==> src/rtl/fp32_adder_multiplier_if.sv <==
// Operand/result bundle for the registered binary32 add/multiply leaf.
interface fp32_adder_multiplier_if;
  logic        in_valid;
  logic [31:0] a;
  logic [31:0] b;
  logic        out_valid;
  logic [31:0] add_result;
  logic        add_overflow;
  logic [31:0] mul_result;
  logic        mul_overflow;

  modport master (
    output in_valid, a, b,
    input  out_valid, add_result, add_overflow, mul_result, mul_overflow
  );

  modport slave (
    input  in_valid, a, b,
    output out_valid, add_result, add_overflow, mul_result, mul_overflow
  );
endinterface

==> src/rtl/fp32_adder_multiplier.sv <==
// Binary32 a+b and a*b computed combinationally from one operand pair, then registered once.
// Flush-to-zero on inputs and outputs, round-to-nearest-even, canonical quiet NaN.
module fp32_adder_multiplier (
  input logic                    clk,
  input logic                    rst_n,
  fp32_adder_multiplier_if.slave bus
);

  localparam logic [31:0] QNAN = 32'h7FC0_0000;

  // n holds 24 significand bits followed by guard, round and sticky; returns {overflow, result}.
  function automatic logic [32:0] round_pack(input logic sign, input logic signed [9:0] exp_in,
                                             input logic [26:0] n);
    logic              round_up;
    logic [24:0]       rounded;
    logic [22:0]       frac;
    logic signed [9:0] exp_out;
    round_up = n[2] & (n[1] | n[0] | n[3]);
    rounded  = {1'b0, n[26:3]} + {24'd0, round_up};
    if (rounded[24]) begin
      frac    = rounded[23:1];
      exp_out = exp_in + 10'sd1;
    end else begin
      frac    = rounded[22:0];
      exp_out = exp_in;
    end
    if (exp_out >= 10'sd255)
      round_pack = {1'b1, sign, 8'hFF, 23'd0};
    else if (exp_out <= 10'sd0)
      round_pack = {1'b0, sign, 31'd0};
    else
      round_pack = {1'b0, sign, exp_out[7:0], frac};
  endfunction

  function automatic logic [4:0] lzc27(input logic [26:0] v);
    lzc27 = 5'd27;
    for (int i = 0; i < 27; i++)
      if (v[i]) lzc27 = 5'(26 - i);
  endfunction

  logic        sa, sb;
  logic [7:0]  ea, eb;
  logic [22:0] fa, fb;
  logic        a_zero, b_zero, a_inf, b_inf, any_nan;
  logic [23:0] ma, mb;

  assign {sa, ea, fa} = bus.a;
  assign {sb, eb, fb} = bus.b;
  assign a_zero  = (ea == 8'd0);
  assign b_zero  = (eb == 8'd0);
  assign a_inf   = (ea == 8'hFF) && (fa == 23'd0);
  assign b_inf   = (eb == 8'hFF) && (fb == 23'd0);
  assign any_nan = ((ea == 8'hFF) && (fa != 23'd0)) || ((eb == 8'hFF) && (fb != 23'd0));
  assign ma      = a_zero ? 24'd0 : {1'b1, fa};
  assign mb      = b_zero ? 24'd0 : {1'b1, fb};

  logic              a_bigger, big_sign;
  logic [7:0]        big_exp, small_exp, shift;
  logic [23:0]       big_man, small_man;
  logic [49:0]       wide;
  logic [26:0]       aligned, add_norm;
  logic [27:0]       sum;
  logic [4:0]        lz;
  logic signed [9:0] add_exp;
  logic [32:0]       add_next;

  // Adder: align the smaller magnitude, add/subtract, normalise, round, then override specials.
  always_comb begin
    a_bigger  = {ea, ma} >= {eb, mb};
    big_sign  = a_bigger ? sa : sb;
    big_exp   = a_bigger ? ea : eb;
    small_exp = a_bigger ? eb : ea;
    big_man   = a_bigger ? ma : mb;
    small_man = a_bigger ? mb : ma;
    shift     = big_exp - small_exp;
    wide      = {small_man, 26'd0} >> shift;
    if (shift >= 8'd26)
      aligned = {26'd0, |small_man};
    else
      aligned = {wide[49:24], |wide[23:0]};
    if (sa == sb)
      sum = {1'b0, big_man, 3'd0} + {1'b0, aligned};
    else
      sum = {1'b0, big_man, 3'd0} - {1'b0, aligned};
    lz = lzc27(sum[26:0]);
    if (sum[27]) begin
      add_norm = {sum[27:2], sum[1] | sum[0]};
      add_exp  = $signed({2'b00, big_exp}) + 10'sd1;
    end else begin
      add_norm = sum[26:0] << lz;
      add_exp  = $signed({2'b00, big_exp}) - $signed({5'd0, lz});
    end
    add_next = round_pack(big_sign, add_exp, add_norm);
    if (any_nan)
      add_next = {1'b0, QNAN};
    else if (a_inf && b_inf)
      add_next = (sa != sb) ? {1'b0, QNAN} : {1'b0, bus.a};
    else if (a_inf)
      add_next = {1'b0, bus.a};
    else if (b_inf)
      add_next = {1'b0, bus.b};
    else if (sum == 28'd0)
      add_next = {1'b0, sa & sb, 31'd0};
  end

  logic              mul_sign;
  logic [47:0]       prod;
  logic [26:0]       mul_norm;
  logic signed [9:0] mul_exp;
  logic [32:0]       mul_next;

  // Multiplier: the 48-bit product of normalised significands needs at most a 1-bit shift.
  always_comb begin
    mul_sign = sa ^ sb;
    prod     = {24'd0, ma} * {24'd0, mb};
    mul_exp  = $signed({2'b00, ea}) + $signed({2'b00, eb}) - 10'sd127;
    if (prod[47]) begin
      mul_norm = {prod[47:22], |prod[21:0]};
      mul_exp  = mul_exp + 10'sd1;
    end else begin
      mul_norm = {prod[46:21], |prod[20:0]};
    end
    mul_next = round_pack(mul_sign, mul_exp, mul_norm);
    if (any_nan || (a_inf && b_zero) || (a_zero && b_inf))
      mul_next = {1'b0, QNAN};
    else if (a_inf || b_inf)
      mul_next = {1'b0, mul_sign, 8'hFF, 23'd0};
    else if (a_zero || b_zero)
      mul_next = {1'b0, mul_sign, 31'd0};
  end

  always_ff @(posedge clk or negedge rst_n) begin
    if (!rst_n) begin
      bus.out_valid    <= 1'b0;
      bus.add_result   <= 32'd0;
      bus.add_overflow <= 1'b0;
      bus.mul_result   <= 32'd0;
      bus.mul_overflow <= 1'b0;
    end else begin
      bus.out_valid    <= bus.in_valid;
      bus.add_result   <= add_next[31:0];
      bus.add_overflow <= add_next[32];
      bus.mul_result   <= mul_next[31:0];
      bus.mul_overflow <= mul_next[32];
    end
  end

endmodule

==> src/flat_wrapper.sv <==
// flat-port wrapper written by rule: the top's interface ports become plain ports
module fp32_adder_multiplier_flat 
  (clk, rst_n, bus_in_valid, bus_a, bus_b, bus_out_valid, bus_add_result, bus_add_overflow, bus_mul_result, bus_mul_overflow);
  fp32_adder_multiplier_if bus_i ();
  input logic clk;
  input logic rst_n;
  input wire logic [$bits(bus_i.in_valid)-1:0] bus_in_valid;
  input wire logic [$bits(bus_i.a)-1:0] bus_a;
  input wire logic [$bits(bus_i.b)-1:0] bus_b;
  output wire logic [$bits(bus_i.out_valid)-1:0] bus_out_valid;
  output wire logic [$bits(bus_i.add_result)-1:0] bus_add_result;
  output wire logic [$bits(bus_i.add_overflow)-1:0] bus_add_overflow;
  output wire logic [$bits(bus_i.mul_result)-1:0] bus_mul_result;
  output wire logic [$bits(bus_i.mul_overflow)-1:0] bus_mul_overflow;
  assign bus_i.in_valid = bus_in_valid;
  assign bus_i.a = bus_a;
  assign bus_i.b = bus_b;
  assign bus_out_valid = bus_i.out_valid;
  assign bus_add_result = bus_i.add_result;
  assign bus_add_overflow = bus_i.add_overflow;
  assign bus_mul_result = bus_i.mul_result;
  assign bus_mul_overflow = bus_i.mul_overflow;
  fp32_adder_multiplier u_core (.clk(clk), .rst_n(rst_n), .bus(bus_i));
endmodule
==> config.mk <==
export PLATFORM = sky130hd
export DESIGN_NAME = fp32_adder_multiplier_flat
export DESIGN_NICKNAME = d
export VERILOG_FILES = /design/src/rtl/fp32_adder_multiplier_if.sv /design/src/rtl/fp32_adder_multiplier.sv /design/src/flat_wrapper.sv
export SDC_FILE = /design/constraint.sdc
export NUM_CORES = 2
export LEC_CHECK = 0
export ABC_AREA = 1
export BUFFER_PORTS_ARGS = -buffer_cell sky130_fd_sc_hd__buf_2
export CORE_MARGIN = 1.5
export CORE_UTILIZATION = 40
export CTS_CLUSTER_DIAMETER = 80
export CTS_CLUSTER_SIZE = 24
export DETAILED_ROUTE_END_ITERATION = 12
export SLEW_MARGIN = 40
export SYNTH_ARGS = -nofsm -noshare
export SYNTH_HDL_FRONTEND = slang
export SYNTH_SLANG_ARGS = --single-unit
export TNS_END_PERCENT = 30
==> constraint.sdc <==
create_clock -name clk -period 0.8 [get_ports clk]
set_input_delay 0.12 -clock clk [delete_from_list [all_inputs] [get_ports clk]]
set_output_delay 0.12 -clock clk [all_outputs]
set_load 0.03 [all_outputs]
* Yosys cells after proc, flatten, opt, wreduce, memory -nomap -nowiden
Cells that the tools add are included.
** Operators by class
- Add/sub/neg operators :: 12
- Multipliers :: 1
- $lt $le $gt $ge :: 6
- Eq/ne operators :: 4
- Shift-type cells :: 2
- Muxes and demuxes :: 57
- Bitwise logic cells :: 9
- Reductions and logical operators :: 23
** Operator list (count)
- $mux 33 :: 10
- $mux 24 :: 4
- $mux 27 :: 3
- $mux 5 :: 16
- $mux 31 :: 2
- $add 24x1->25 :: 2
- $shr 50x8->50 :: 1
- $mul 24x24->48 :: 1
- $reduce_or 24->1 :: 2
- $logic_not 23->1 :: 2
- $mux 23 :: 2
- $reduce_bool 23->1 :: 2
- $mux 10 :: 4
- $ge 32x32->1 :: 1
- $mux 32 :: 1
- $mux 4 :: 8
- $add 10x2->10 const B :: 3
- $add 27x27->28 :: 1
- $logic_not 28->1 :: 1
- $mux 28 :: 1
- $sub 27x27->28 :: 1
- $shl 27x5->27 :: 1
- $reduce_or 22->1 :: 1
- $reduce_or 21->1 :: 1
- 20 further kinds :: 43
** Storage, ports and cells
- Flip-flop bits (word level) :: 67
- Bits of input ports :: 67
- Output and inout port bits :: 67
- Word-level logic and storage cells :: 119

* Depth between registers and ports, before layout
- Word-level depth :: 52
- Gate-level depth with buffers :: 97
- Mapped depth without buffers :: 92

* Least setup slack after synthesis
No wires, ideal clock.
- Path type :: input to register
- Start point :: input bus_a[24]
- End point :: register u_core.bus.mul_result[11]
- Library setup time :: 133 ps
- Data arrival time :: 11811 ps
- Data required time :: 667 ps
- Setup slack :: -11144 ps
- Stages :: 69
- Buffers on the path :: 8
- Cells stage by stage :: inv_1 -> nand4_1 -> nor2_1 -> clkbuf_1 -> clkbuf_1 -> nor2_1 -> clkbuf_1 -> buf_1 -> ha_1 -> inv_1 -> fa_1 -> inv_1 -> fa_1 -> fa_1 -> fa_1 -> inv_1 -> fa_1 -> fa_1 -> (+33 left out) -> nand4_1 -> nor2_1 -> nand2_1 -> nor3_1 -> inv_1 -> nor2_1 -> nand3_1 -> inv_1 -> nand2_1 -> nor3_1 -> and3_1 -> xor2_1 -> or3_1 -> nand2_1 -> nor3_1 -> inv_1 -> clkbuf_1 -> nor3_1
** Between the ends
- Longest elaborated chain between the ends :: 16
- Elaborated cells on any way between the ends :: 34
- Classes of those cells :: 5 x add/sub; 1 x mul; 2 x order compare; 1 x eq/ne; 10 x mux; 3 x bitwise; 12 x reduce/logical
** RTL lines
- start: declaration :: RTL line flat_wrapper.sv:8 : input wire logic [$bits(bus_i.a)-1:0] bus_a;
- $logic_not 8->1 :: RTL line fp32_adder_multiplier.sv:49 : assign a_zero = (ea == 8'd0);
- $mux 24 :: RTL line fp32_adder_multiplier.sv:54 : assign ma = a_zero ? 24'd0 : {1'b1, fa};
- $mul 24x24->48 :: RTL line fp32_adder_multiplier.sv:115 : prod = {24'd0, ma} * {24'd0, mb};
- $reduce_or 22->1 / $reduce_or 21->1 (equally long branches) :: RTL line fp32_adder_multiplier.sv:118, fp32_adder_multiplier.sv:121
- $mux 27 :: RTL line fp32_adder_multiplier.sv:117 : if (prod[47]) begin
- $or 1x1->1 (2 in a row) :: RTL line fp32_adder_multiplier.sv:18 : round_up = n[2] & (n[1] | n[0] | n[3]);
- $and 1x1->1 :: RTL line fp32_adder_multiplier.sv:18
- $add 24x1->25 :: RTL line fp32_adder_multiplier.sv:19 : rounded = {1'b0, n[26:3]} + {24'd0, round_up};
- $mux 10 :: RTL line fp32_adder_multiplier.sv:20 : if (rounded[24]) begin
- $le 10x1->1 :: RTL line fp32_adder_multiplier.sv:29 : else if (exp_out <= 10'sd0)
- $mux 31 :: RTL line fp32_adder_multiplier.sv:29
- $mux 33 :: RTL line fp32_adder_multiplier.sv:27 : if (exp_out >= 10'sd255)
- $mux 33 :: RTL line fp32_adder_multiplier.sv:128 : else if (a_zero || b_zero)
- $mux 33 :: RTL line fp32_adder_multiplier.sv:126 : else if (a_inf || b_inf)
- $mux 33 * :: RTL line fp32_adder_multiplier.sv:124 : if (any_nan || (a_inf && b_zero) || (a_zero && b_inf))
- net u_core.mul_next[11] :: RTL line fp32_adder_multiplier.sv:110 : logic [32:0] mul_next;
- end signal: assignment :: RTL line fp32_adder_multiplier.sv:143 : bus.mul_result <= mul_next[31:0];
- end: declaration :: RTL line fp32_adder_multiplier_if.sv:19 : output out_valid, add_result, add_overflow, mul_result, mul_overflow
Mark *: on every way through the listed nets, which the timed path passes. The rest lies on a longest branch.

* Worst setup path after layout
- Start point :: input bus_b[24]
- End point :: register u_core.bus.add_result[12]
** Between the ends
- Longest elaborated chain between the ends :: 52
- Elaborated cells on any way between the ends :: 71
- Classes of those cells :: 7 x add/sub; 4 x order compare; 1 x eq/ne; 2 x shift; 45 x mux; 4 x bitwise; 8 x reduce/logical
** RTL lines
- start: declaration :: RTL line flat_wrapper.sv:9 : input wire logic [$bits(bus_i.b)-1:0] bus_b;
- $logic_not 8->1 :: RTL line fp32_adder_multiplier.sv:50 : assign b_zero = (eb == 8'd0);
- $mux 24 :: RTL line fp32_adder_multiplier.sv:55 : assign mb = b_zero ? 24'd0 : {1'b1, fb};
- $ge 32x32->1 :: RTL line fp32_adder_multiplier.sv:69 : a_bigger = {ea, ma} >= {eb, mb};
- $mux 8 (on tied branches) :: RTL line fp32_adder_multiplier.sv:71, fp32_adder_multiplier.sv:72
- $sub 8x8->8 :: RTL line fp32_adder_multiplier.sv:75 : shift = big_exp - small_exp;
- $shr 50x8->50 :: RTL line fp32_adder_multiplier.sv:76 : wide = {small_man, 26'd0} >> shift;
- $reduce_or 24->1 :: RTL line fp32_adder_multiplier.sv:80 : aligned = {wide[49:24], |wide[23:0]};
- $mux 27 :: RTL line fp32_adder_multiplier.sv:77 : if (shift >= 8'd26)
- (+37 left out)
- $mux 31 :: RTL line fp32_adder_multiplier.sv:29
- $mux 33 :: RTL line fp32_adder_multiplier.sv:27
- $mux 33 :: RTL line fp32_adder_multiplier.sv:102 : else if (sum == 28'd0)
- $mux 33 :: RTL line fp32_adder_multiplier.sv:100 : else if (b_inf)
- $mux 33 :: RTL line fp32_adder_multiplier.sv:98 : else if (a_inf)
- $mux 33 :: RTL line fp32_adder_multiplier.sv:96 : else if (a_inf && b_inf)
- $mux 33 * :: RTL line fp32_adder_multiplier.sv:94 : if (any_nan)
- net u_core.add_next[12] :: RTL line fp32_adder_multiplier.sv:65 : logic [32:0] add_next;
- end signal: assignment :: RTL line fp32_adder_multiplier.sv:141 : bus.add_result <= add_next[31:0];
- end: declaration :: RTL line fp32_adder_multiplier_if.sv:19
Marks and branches as above.

==> reports/metrics.json <==
{
  "crit_path_end_kind": {"value": "flop"},
  "gp_congestion": {"value": 0.996},
  "total_power": {"value": 237, "unit": "mW"},
  "path_max_fanout": {"value": 16},
  "min_path_type": {"value": "in -> reg"},
  "grt_antenna_before_repair": {"value": 0},
  "synth.lib_cells_used.distinct": {"value": 68},
  "first_global_vias": {"value": 35400},
  "floorplan.die.width": {"value": 290, "unit": "um"},
  "routed-via-count": {"value": 35200},
  "leakage": {"value": 24.6, "unit": "nW"},
  "boundaryPins": {"value": 134},
  "start_kind": {"value": "input port"},
  "final_period_minus_worst_setup_slack": {"value": 10.87, "unit": "ns"},
  "ir_drop": {"value": 6.48, "unit": "mV"},
  "yosysWarnings": {"value": 0},
  "max_clock_freq": {"value": 0.0920, "unit": "GHz"},
  "run_status": {"value": "complete, but fails checks"},
  "setup_viol": {"value": 133},
  "cts_root_buffer": {"value": "clkbuf_16"},
  "timing.setup.tns": {"value": -653.21, "unit": "ns"},
  "via_per_inst": {"value": 5.05},
  "synth_net_count": {"value": 5645},
  "preCtsSetupSlack": {"value": -10.86, "unit": "ns"},
  "setup_ws": {"value": -10.07, "unit": "ns"},
  "drt-initial-drc-count": {"value": 2673},
  "max_stage_delay": {"value": 0.31, "unit": "ns"},
  "cap_violations": {"value": 0},
  "timing_hold_violations_final": {"value": 0},
  "timing.hold.ws": {"value": 0.220, "unit": "ns"},
  "port_buffers": {"value": 133},
  "design.die.area": {"value": 83900, "unit": "um2"},
  "post_synth.cell_area_avg": {"value": 6.86, "unit": "um2"},
  "area_delta_synth_final": {"value": 36.0, "unit": "%"},
  "timing.critical_path.arrival": {"value": 11.15, "unit": "ns"},
  "grt_first_pass_wirelength": {"value": 188, "unit": "mm"},
  "failed_checks": {"value": "setup timing"},
  "antenna_violating_nets_post_route": {"value": 0},
  "critPathSlowestCell": {"value": "nor4_2"},
  "power-per-cell-area": {"value": 5290, "unit": "nW/um2"},
  "coreArea": {"value": 80900, "unit": "um2"},
  "report.final.slew_viol_count": {"value": 0},
  "std_cell_rows": {"value": 104},
  "grt_start_max_net_pins": {"value": 96},
  "drive_gt1_share": {"value": 27.4, "unit": "%"},
  "maxSlewHeadroom": {"value": 53.9, "unit": "%"},
  "part_of_the_yosys_area_used_for_sequential_elements": {"value": 5.10, "unit": "%"},
  "syn-cell-area": {"value": 32900, "unit": "um2"},
  "min_delay_path_depth": {"value": 5},
  "grt-ovfl-total": {"value": 0},
  "asyncSetResetFlopFracSynth": {"value": 100, "unit": "%"},
  "detail_route.first_pass.iterations": {"value": 9},
  "worst_slew_pin_slew": {"value": 0.684, "unit": "ns"},
  "initial_utilization": {"value": 40.6, "unit": "%"},
  "cts_tree": {"value": "built"},
  "clkTransAtPathRegs": {"value": 0.06, "unit": "ns"},
  "dieHeight": {"value": 290, "unit": "um"},
  "cts.htree.levels": {"value": 3},
  "cpMostUsedCell": {"value": "nand2_1"},
  "path_class": {"value": "in -> reg"},
  "gr-usage-all-layers": {"value": 28.4, "unit": "%"},
  "place_hpwl": {"value": 102, "unit": "mm"},
  "postSynth.topFlopCell": {"value": "dfrtp_1"},
  "design.final.nets": {"value": 6748},
  "numCtsBuffers": {"value": 9},
  "remaining_drc_errors": {"value": 0},
  "post_synth_inst_count": {"value": 4792},
  "wire_per_inst": {"value": 17.0, "unit": "um"},
  "totalWireLength": {"value": 118, "unit": "mm"},
  "rsz0062_at_grt": {"value": "true"},
  "post_synth_main_area_contributors": {"value": "fa_1 30%, nand2_1 13%, ha_1 11%, inv_1 10%, nand3_1 5.8%"},
  "post-route-period-util": {"value": 1360, "unit": "%"},
  "clockBufferDepth": {"value": 2},
  "synthDominantAreaCellType": {"value": "fa_1"},
  "cts.sink_count": {"value": 67},
  "fillerInstances": {"value": 7839},
  "number_of_flops_mapped_to_enable_cells_by_yosys": {"value": 0},
  "worst_ep_required_time": {"value": 1.08, "unit": "ns"},
  "synth_top_area_share": {"value": 29.5, "unit": "%"},
  "ys_ff_latch": {"value": 67}
}
[area by class of cell]
| type | instances | area [um2] | share of cell area (%) |
|---|---|---|---|
| antenna | 1 | 2.50 | 0.00559 |
| clock buffer | 10 | 239 | 0.534 |
| clock inverter | 5 | 77.6 | 0.173 |
| inverter | 940 | 3580 | 8.01 |
| multi-input combinational | 3587 | 27500 | 61.5 |
| sequential | 67 | 1680 | 3.75 |
| tap | 1060 | 1330 | 2.97 |
| timing repair buffer | 1290 | 10300 | 23.0 |
[layout by cell type, fill, tap and decap left out, drive strengths merged, types with 11 or more instances in the layout]
| cell | n |
|---|---|
| xor2 | 95 |
| o21bai | 25 |
| dfrtp | 67 |
| nand4 | 76 |
| buf | 1283 |
| a21oi | 158 |
| xnor2 | 23 |
| or2 | 12 |
| nor3 | 52 |
| nand2 | 1171 |
| ha | 301 |
| nand3 | 410 |
| nor4 | 18 |
| nor2 | 488 |
| a211oi | 11 |
| fa | 485 |
| clkbuf | 15 |
| o21ai | 186 |
| inv | 928 |
[logic make-up (layout without fill, tap and decap cells)]
kind of cell	after synthesis	count (layout)	synth area share [%]
AO/OA/AOI/OAI	438	438	7.70
XOR/XNOR	118	118	3.27
adder cells (fa/ha/maj)	786	786	41.0
buffers and inverters	1138	2245	13.6
flip-flops	67	67	5.10
other	0	1	0
AND/OR/NAND/NOR	2245	2245	29.4
[sequential cells by signal, indices dropped and copies added (netlist names)]
register                 cells
u_core.bus.out_valid         1
u_core.bus.mul_overflow      1
u_core.bus.add_overflow      1
u_core.bus.mul_result       32
u_core.bus.add_result       32
[report_power, final]
group / internal, mW / switching [mW] / leakage (nW)
Clock: 2.78 / 1.53 / 0.154
Sequential: 4.99 / 0.599 / 0.821
Combinational: 109 / 118 / 23.6
[final timing paths]
| kind | slack [ns] | start | to |
|---|---|---|---|
| setup / recovery | -10.07 | bus_b[24] | u_core.bus.add_result[12] |
| hold / removal | 0.22 | bus_b[31] | u_core.bus.add_result[31] |
| max in group asynchronous | 0.17 | rst_n | u_core.bus.mul_result[3] |
| min in group asynchronous | 0.31 | rst_n | u_core.bus.add_result[11] |
[cells in the mapped netlist (all sizes together) (9+ instances only)]
cell,n
a21o,9
clkinv,9
ha,301
a211oi,11
xnor2,23
fa,485
clkbuf,128
xor2,95
nand2,1171
inv,930
nor4,18
nor2,488
buf,70
nor3,52
nand3,410
a21oi,158
o21bai,25
nand4,76
dfrtp,67
o21ai,186
or2,12
[layer usage]
layer,GRT usage (%),routed length (um),vias to the layer above
met5,0,0,-
met4,8.82,4270,0
met3,4.25,7860,185
met2,47.0,54700,1113
met1,38.2,51300,16900
li1,-,-,16900
[through the flow]
stage | utilization [%] | std cells | cell area [um2]
after floorplan | - | 4792 | 33200
after global placement | 53.1 | 6896 | 43000
after detailed placement | 53.1 | 6896 | 43000
after CTS | 54.5 | 6940 | 44100
after global routing | 55.3 | 6959 | 44700
final | 55.3 | 6960 | 44700
[critical path, delay by kind of cell]
kind / cells / cell delay, ns
adders and majority gates: 3 / 0.75
and+or+nand+nor: 54 / 5.34
buffers and inverters: 22 / 2.72
AOI/OAI and AO/OA: 13 / 1.58
xor gates and xnor gates: 3 / 0.55
[timing repair]
item / CTS / global route
pin swaps: 18 / 25
resized for setup: 154 / 108
cloned: 0 / 6
endpoints found under the setup margin: 133 / 133
hold endpoints to repair: 68 / 0
hold buffers: 2 / 0
setup buffers: 27 / 13
No activity file was read; power rests on OpenSTA's default activity.
